--- src/rtl/minigpu_pkg.sv ---
// -----------------------------------------------------------------------------
// minigpu_pkg
// Shared constants and types for the mini GPU command blocks.
//   FB_W, FB_H     : framebuffer size in pixels (FB_W is a power of two)
//   BASE_ADDR      : byte offset of buffer half 1 in VRAM
//   VRAM_ADDR_W    : VRAM address width
//   rect_state_t   : state encoding of the rectangle fill engine
// -----------------------------------------------------------------------------
package minigpu_pkg;

   localparam int FB_W        = 256;
   localparam int FB_H        = 192;
   localparam int VRAM_ADDR_W = 18;
   localparam logic [VRAM_ADDR_W-1:0] BASE_ADDR = 18'd49152;

   typedef enum logic [1:0] {
      IDLE,
      SETUP,
      FILL,
      DONE
   } rect_state_t;

endpackage

--- src/rtl/rect_scan.sv ---
// -----------------------------------------------------------------------------
// rect_scan
// Row-major raster counters for the rectangle engine.
// Ports:
//   CLK, rst         : clock, asynchronous active-high reset
//   i_start          : load the counters with (i_x0, i_y0)
//   i_step           : advance one pixel (x first, wrapping into the next row)
//   i_x0, i_y0       : top-left corner of the scan
//   i_xe, i_ye       : exclusive right/bottom bounds (already clipped)
//   o_x, o_y         : current pixel
//   o_lastPixel      : current pixel is (i_xe-1, i_ye-1)
//   o_onEdge         : current pixel lies on the rectangle border
// -----------------------------------------------------------------------------
module rect_scan #(
   parameter int CW = 10
) (
   input  logic          CLK,
   input  logic          rst,
   input  logic          i_start,
   input  logic          i_step,
   input  logic [CW-1:0] i_x0,
   input  logic [CW-1:0] i_y0,
   input  logic [CW-1:0] i_xe,
   input  logic [CW-1:0] i_ye,
   output logic [CW-1:0] o_x,
   output logic [CW-1:0] o_y,
   output logic          o_lastPixel,
   output logic          o_onEdge
);

   logic [CW-1:0] r_x;
   logic [CW-1:0] r_y;
   logic [CW-1:0] w_xLast;
   logic [CW-1:0] w_yLast;
   logic          w_rowEnd;

   assign w_xLast  = i_xe - CW'(1);
   assign w_yLast  = i_ye - CW'(1);
   assign w_rowEnd = (r_x == w_xLast);

   // x runs across the row; on the last column it snaps back to the left edge
   // and y moves down one row.
   always_ff @(posedge CLK or posedge rst) begin
      if (rst) begin
         r_x <= '0;
         r_y <= '0;
      end else if (i_start) begin
         r_x <= i_x0;
         r_y <= i_y0;
      end else if (i_step) begin
         if (w_rowEnd) begin
            r_x <= i_x0;
            r_y <= r_y + CW'(1);
         end else begin
            r_x <= r_x + CW'(1);
         end
      end
   end

   assign o_x         = r_x;
   assign o_y         = r_y;
   assign o_lastPixel = w_rowEnd && (r_y == w_yLast);
   assign o_onEdge    = (r_x == i_x0) || w_rowEnd || (r_y == i_y0) || (r_y == w_yLast);

endmodule

--- src/rtl/cmd_rect.sv ---
// -----------------------------------------------------------------------------
// cmd_rect
// Fills (or, optionally, outlines) a clipped rectangle in the back buffer
// through VRAM port B, one pixel per clock.
// Ports:
//   CLK, rst             : clock, asynchronous active-high reset
//   rect_req_pulse       : one-cycle start strobe, honoured only when idle
//   side                 : displayed buffer; writes go to the other half
//   x0, y0, w, h, color  : rectangle origin, size and fill byte
//   outline              : draw border only (present with CMD_RECT_OUTLINE_EN)
//   vram_addr_b/data_b/we_b : registered VRAM port-B write interface
//   BUSY                 : high from the accepted request through DONE
// Configuration macro: CMD_RECT_OUTLINE_EN adds the outline input and logic.
// -----------------------------------------------------------------------------
module cmd_rect #(
   parameter int          FB_W      = minigpu_pkg::FB_W,
   parameter int          FB_H      = minigpu_pkg::FB_H,
   parameter logic [17:0] BASE_ADDR = minigpu_pkg::BASE_ADDR
) (
   input  logic        CLK,
   input  logic        rst,
   input  logic        rect_req_pulse,
   input  logic        side,
   input  logic [7:0]  x0,
   input  logic [7:0]  y0,
   input  logic [8:0]  w,
   input  logic [8:0]  h,
   input  logic [7:0]  color,
`ifdef CMD_RECT_OUTLINE_EN
   input  logic        outline,
`endif
   output logic [17:0] vram_addr_b,
   output logic [7:0]  vram_data_b,
   output logic        vram_we_b,
   output logic        BUSY
);

   localparam int            CW      = 10;
   localparam int            SHIFT   = $clog2(FB_W);
   localparam logic [CW-1:0] FB_W_C  = CW'(FB_W);
   localparam logic [CW-1:0] FB_H_C  = CW'(FB_H);

   minigpu_pkg::rect_state_t r_state;
   minigpu_pkg::rect_state_t w_nextState;

   logic          r_side;
   logic [7:0]    r_x0;
   logic [7:0]    r_y0;
   logic [8:0]    r_w;
   logic [8:0]    r_h;
   logic [7:0]    r_color;
   logic [CW-1:0] r_xe;
   logic [CW-1:0] r_ye;
   logic [17:0]   r_addr;
   logic [7:0]    r_data;
   logic          r_we;

   logic [CW-1:0] w_xSum;
   logic [CW-1:0] w_ySum;
   logic [CW-1:0] w_xe;
   logic [CW-1:0] w_ye;
   logic          w_empty;
   logic [CW-1:0] w_x;
   logic [CW-1:0] w_y;
   logic          w_lastPixel;
   logic          w_onEdge;
   logic          w_paint;
   logic [17:0]   w_pixAddr;

   // Clipping uses 10-bit sums so x0+w and y0+h cannot wrap.
   assign w_xSum  = {2'b00, r_x0} + {1'b0, r_w};
   assign w_ySum  = {2'b00, r_y0} + {1'b0, r_h};
   assign w_xe    = (w_xSum > FB_W_C) ? FB_W_C : w_xSum;
   assign w_ye    = (w_ySum > FB_H_C) ? FB_H_C : w_ySum;
   assign w_empty = (r_w == 9'd0) || (r_h == 9'd0) ||
                    ({2'b00, r_x0} >= FB_W_C) || ({2'b00, r_y0} >= FB_H_C);

   // State register.
   always_ff @(posedge CLK or posedge rst) begin
      if (rst) begin
         r_state <= minigpu_pkg::IDLE;
      end else begin
         r_state <= w_nextState;
      end
   end

   // Next-state logic; requests outside IDLE are simply dropped.
   always_comb begin
      w_nextState = r_state;
      case (r_state)
         minigpu_pkg::IDLE:  if (rect_req_pulse) w_nextState = minigpu_pkg::SETUP;
         minigpu_pkg::SETUP: w_nextState = w_empty ? minigpu_pkg::DONE : minigpu_pkg::FILL;
         minigpu_pkg::FILL:  if (w_lastPixel) w_nextState = minigpu_pkg::DONE;
         minigpu_pkg::DONE:  w_nextState = minigpu_pkg::IDLE;
         default:            w_nextState = minigpu_pkg::IDLE;
      endcase
   end

   // Arguments are captured once so later input changes (including side
   // toggles by the buffer swapper) cannot disturb a running operation.
   always_ff @(posedge CLK or posedge rst) begin
      if (rst) begin
         r_side  <= 1'b0;
         r_x0    <= '0;
         r_y0    <= '0;
         r_w     <= '0;
         r_h     <= '0;
         r_color <= '0;
      end else if ((r_state == minigpu_pkg::IDLE) && rect_req_pulse) begin
         r_side  <= side;
         r_x0    <= x0;
         r_y0    <= y0;
         r_w     <= w;
         r_h     <= h;
         r_color <= color;
      end
   end

   // Clipped bounds are frozen during SETUP for use by the scanner.
   always_ff @(posedge CLK or posedge rst) begin
      if (rst) begin
         r_xe <= '0;
         r_ye <= '0;
      end else if (r_state == minigpu_pkg::SETUP) begin
         r_xe <= w_xe;
         r_ye <= w_ye;
      end
   end

   rect_scan #(
      .CW (CW)
   ) u_scan (
      .CLK         (CLK),
      .rst         (rst),
      .i_start     (r_state == minigpu_pkg::SETUP),
      .i_step      (r_state == minigpu_pkg::FILL),
      .i_x0        ({2'b00, r_x0}),
      .i_y0        ({2'b00, r_y0}),
      .i_xe        (r_xe),
      .i_ye        (r_ye),
      .o_x         (w_x),
      .o_y         (w_y),
      .o_lastPixel (w_lastPixel),
      .o_onEdge    (w_onEdge)
   );

`ifdef CMD_RECT_OUTLINE_EN
   logic r_outline;

   always_ff @(posedge CLK or posedge rst) begin
      if (rst) begin
         r_outline <= 1'b0;
      end else if ((r_state == minigpu_pkg::IDLE) && rect_req_pulse) begin
         r_outline <= outline;
      end
   end

   // Interior pixels are still scanned, just not written.
   assign w_paint = r_outline ? w_onEdge : 1'b1;
`else
   logic w_unusedOnEdge;

   assign w_unusedOnEdge = w_onEdge;
   assign w_paint        = 1'b1;
`endif

   // Back buffer is the half not being displayed; row offset is a shift.
   assign w_pixAddr = (r_side ? 18'd0 : BASE_ADDR) + (18'(w_y) << SHIFT) + 18'(w_x);

   // Registered write port: a pixel scanned this cycle appears next cycle,
   // so the final pixel is written while the FSM sits in DONE.
   always_ff @(posedge CLK or posedge rst) begin
      if (rst) begin
         r_we   <= 1'b0;
         r_addr <= '0;
         r_data <= '0;
      end else begin
         r_we <= (r_state == minigpu_pkg::FILL) && w_paint;
         if (r_state == minigpu_pkg::FILL) begin
            r_addr <= w_pixAddr;
            r_data <= r_color;
         end
      end
   end

   assign vram_addr_b = r_addr;
   assign vram_data_b = r_data;
   assign vram_we_b   = r_we;
   assign BUSY        = (r_state != minigpu_pkg::IDLE);

endmodule

--- config.mk ---
export PLATFORM = sky130hd
export DESIGN_NAME = cmd_rect
export DESIGN_NICKNAME = d
export VERILOG_FILES = /design/src/rtl/minigpu_pkg.sv /design/src/rtl/rect_scan.sv /design/src/rtl/cmd_rect.sv
export SDC_FILE = /design/constraint.sdc
export NUM_CORES = 1
export LEC_CHECK = 0
export ABC_AREA = 1
export BUFFER_PORTS_ARGS = -buffer_cell sky130_fd_sc_hd__buf_2
export CAP_MARGIN = 20
export CORE_ASPECT_RATIO = 0.9
export CORE_MARGIN = 1
export CORE_UTILIZATION = 61
export CTS_BUF_LIST = sky130_fd_sc_hd__clkbuf_4 sky130_fd_sc_hd__clkbuf_8
export CTS_CLUSTER_SIZE = 40
export DETAILED_ROUTE_END_ITERATION = 8
export GPL_TIMING_DRIVEN = 0
export PLACE_DENSITY_LB_ADDON = 0.08
export SYNTH_ARGS = -nofsm -noshare
export SYNTH_HDL_FRONTEND = slang
export SYNTH_SLANG_ARGS = --single-unit
--- constraint.sdc ---
create_clock -name CLK -period 5.4 [get_ports CLK]
set_input_delay 1.62 -clock CLK [delete_from_list [all_inputs] [get_ports CLK]]
set_output_delay 1.62 -clock CLK [all_outputs]
set_load 0.05 [all_outputs]
==> impl_metrics.py <==
metrics = {
    "run_status": {
        "status": "finished with violations",
        "violations": "DRC",
    },
    "sta": {
        "rsz0062_at_grt": "false",
        "setup_viol": 0,
        "fin_crit_ns": 3.12,
        "drv_slew": 0,
        "tightest_slew_ns": 0.610,
        "fin_crit_sh_pct": 57.8,
        "relSlewSlack_pct": 59.1,
        "clock-skew-final_ns": 0.0144,
        "fmax_ghz": 0.320,
        "hold_viol_final": 0,
        "hold_ws_ns": 0.478,
    },
    "drt": {
        "routed_wl_mm": 15.4,
        "antenna_left": 0,
        "first_pass_iters": 8,
        "wl_per_cell_um": 14.8,
        "drt-initial-drc-count": 351,
        "route.detailed.drc": 4,
        "vias": 5770,
        "vias_per_cell": 5.54,
    },
    "worst_setup_path": {
        "worstPathRequired_ns": 3.78,
        "crit_chain": "inv_1, ha_1, inv_1, buf_2",
        "start_kind": "register",
        "critical_path.max_stage_delay_ns": 0.43,
        "crit_path_top_delay_cell": "dfrtp_1",
        "worst_path_most_repeated_cell": "inv_1",
        "worstPathMaxFanout": 4,
        "worstSetupEndpointType": "output pin",
        "critPathKind": "register to output pin",
        "worstPathArrival_ns": 1.50,
    },
    "clocking": {
        "clock_sinks": 112,
        "clk_pin_slew_worst_paths_ns": 0.11,
        "cts_made_buffers": 9,
        "cts_tree": "built",
        "cts_setup_buffers": 0,
        "post_cts_resize_count": 0,
        "insertion_delay_ns": 0.39,
        "cts-root-buf": "clkbuf_8",
        "holdBufCountCts": 0,
        "cts_max_path_buffers": 2,
        "h-tree-depth": 3,
    },
    "floorplan": {
        "rows": 35,
        "io_pins": 74,
        "dieArea_um2": 11300,
        "die-width_um": 112,
        "core_area_um2": 10400,
        "die_h_um": 101,
        "start_util_pct": 63.7,
    },
    "finish": {
        "instances_no_fill": 1041,
        "antenna_cells": 0,
        "drive_gt1_share_pct": 16.8,
        "postLayoutCoreUtil_pct": 70.9,
        "nNetsFinal": 984,
        "area_delta_synth_final_pct": 11.2,
    },
    "global_routing": {
        "gr-total-overflow": 0,
        "antenna_found_initial": 0,
        "grt_start_max_net_pins": 66,
        "grt_pass1_vias": 5423,
        "grt_pass1_wl_mm": 25.8,
        "grt_usage_pct": 29.2,
    },
    "logic_synthesis": {
        "ys_seq_area_share_pct": 42.2,
        "netlist_area_um2": 6640,
        "netlist_instances": 822,
        "synth.avg_cell_area_um2": 8.08,
        "yosys_warnings": 0,
        "ys_ff_latch": 112,
        "yosysUniqueCellTypes": 40,
        "syn_nets": 899,
    },
    "place": {
        "dp_hpwl_mm": 12.0,
        "portBuffers": 73,
        "dp_cells": 1025,
        "place_congestion": 0.936,
    },
    "pwr": {
        "leakagePower_nw": 3.82,
        "power_density_nw_per_um2": 689,
        "ir_drop_mv": 0.387,
    },
    "hold_path": {
        "min_path_type": "register to register",
    },
    "run": {
        "drv_cap": 0,
    },
}
-- Yosys cell counts (all sizes together) --
| library cell | n | share of area (%) |
|---|---|---|
| clkinv | 3 | 0.17 |
| nor3 | 7 | 0.53 |
| a21oi | 30 | 2.3 |
| fa | 3 | 0.90 |
| nand2 | 235 | 14 |
| o31ai | 2 | 0.23 |
| nand3 | 76 | 6.0 |
| a21boi | 1 | 0.11 |
| nand3b | 4 | 0.45 |
| clkbuf | 19 | 1.1 |
| a22oi | 2 | 0.23 |
| o21bai | 4 | 0.45 |
| mux2i | 4 | 0.60 |
| a31oi | 1 | 0.094 |
| mux2 | 33 | 5.6 |
| buf | 3 | 0.41 |
| o2111ai | 1 | 0.13 |
| nor4 | 6 | 0.57 |
| xor2 | 28 | 3.7 |
| a22o | 2 | 0.26 |
| o21ai | 37 | 3.1 |
| nor2 | 67 | 4.0 |
| inv | 85 | 4.8 |
| or2 | 6 | 0.57 |
| a21o | 1 | 0.11 |
| xnor2 | 10 | 1.3 |
| ha | 28 | 5.3 |
| dfrtp | 112 | 42 |
| nand4 | 12 | 1.1 |
-- worst max-delay path: cells and delay by family (launching register included) --
| family | cells | cell delay, ns |
|---|---|---|
| flip-flops | 1 | 0.43 |
| adder cells (fa/ha/maj) | 1 | 0.23 |
| buffers and inverters | 3 | 0.46 |
-- stage by stage --
| step | setup slack [ns] | total power [mW] | cell area (um^2) | setup TNS, ns |
|---|---|---|---|---|
| 2_1_floorplan | 0.821 | 3.85 | 6640 | 0 |
| 3_3_place_gp | -0.275 | 4.42 | 7170 | -29.78 |
| 3_5_place_dp | 2.21 | 4.57 | 7200 | 0 |
| 4_1_cts | 2.26 | 5.07 | 7380 | 0 |
| 5_1_grt | 2.20 | 5.54 | 7380 | 0 |
| 6_report | 2.28 | 5.08 | 7380 | 0 |
-- routing by layer --
layer / part of all wire [%] / global-route usage, % / vias up
met1: 46 / 40.3 / 2699
met2: 46 / 48.3 / 206
met5: 0 / 0 / -
li1: - / - / 2839
met3: 6.3 / 3.85 / 26
met4: 1.6 / 8.92 / 0
-- flip-flops by register name, summed over array words and instances, names as in the netlist --
| name | count |
|---|---|
| r_color | 8 |
| r_h | 9 |
| r_ye | 10 |
| r_x0 | 8 |
| r_xe | 10 |
| r_w | 9 |
| vram_data_b | 8 |
| r_side | 1 |
| vram_addr_b | 18 |
| r_y0 | 8 |
| r_state | 2 |
| u_scan.o_y | 10 |
| u_scan.o_x | 10 |
| vram_we_b | 1 |
-- cell type report --
| type | instances | area, um^2 |
|---|---|---|
| clock buffers | 10 | 131 |
| well taps | 129 | 161 |
| inverters | 88 | 333 |
| repair buffers | 74 | 393 |
| flip-flops and latches | 112 | 2800 |
| clock inverters | 6 | 57.6 |
| fillers | 854 | 3040 |
| multi-input cells | 600 | 3410 |
| plain buffers | 22 | 98.8 |
-- cell families (layout without fill, tap and decap cells) --
family                   Yosys count  in the layout  synth area share, %
multiplexers                      37             37                 6.20
flip-flops                       112            112                 42.2
AND/OR/NAND/NOR                  413            413                 26.9
adder cells (fa/ha/maj)           31             31                 6.18
XOR/XNOR                          38             38                 5.01
buffers and inverters            110            200                 6.46
AO/OA/AOI/OAI                     81             81                 7.01
-- path summary, 6_finish.rpt --
path	from	end	slack [ns]	depth (start not counted)
max	r_state[0]	BUSY	2.28	4
min	vram_data_b[1]	vram_data_b[1]	0.48	2
max reg2reg	r_y0[0]	r_ye[6]	2.89	11
min reg2reg	vram_data_b[1]	vram_data_b[1]	0.48	2
max in group asynchronous	rst	r_h[1]	3.37	3
min in group asynchronous	rst	vram_we_b	1.30	2
-- cells in the final DEF, fill, tap and decap left out, types with 29 or more instances in the layout --
cell type | synthesis | layout
inv_1 | 84 | 83
nand2_1 | 228 | 228
nand3_1 | 74 | 74
buf_2 | 1 | 74
dfrtp_1 | 112 | 112
a21oi_1 | 29 | 29
mux2_2 | 33 | 33
nor2_1 | 62 | 62
-- report_power, final --
part           internal, mW  switching (mW)
Clock                 0.185           0.306
Sequential             1.19           0.327
Combinational          1.07            2.01
Note: power is estimated with default switching activity, not from simulation.
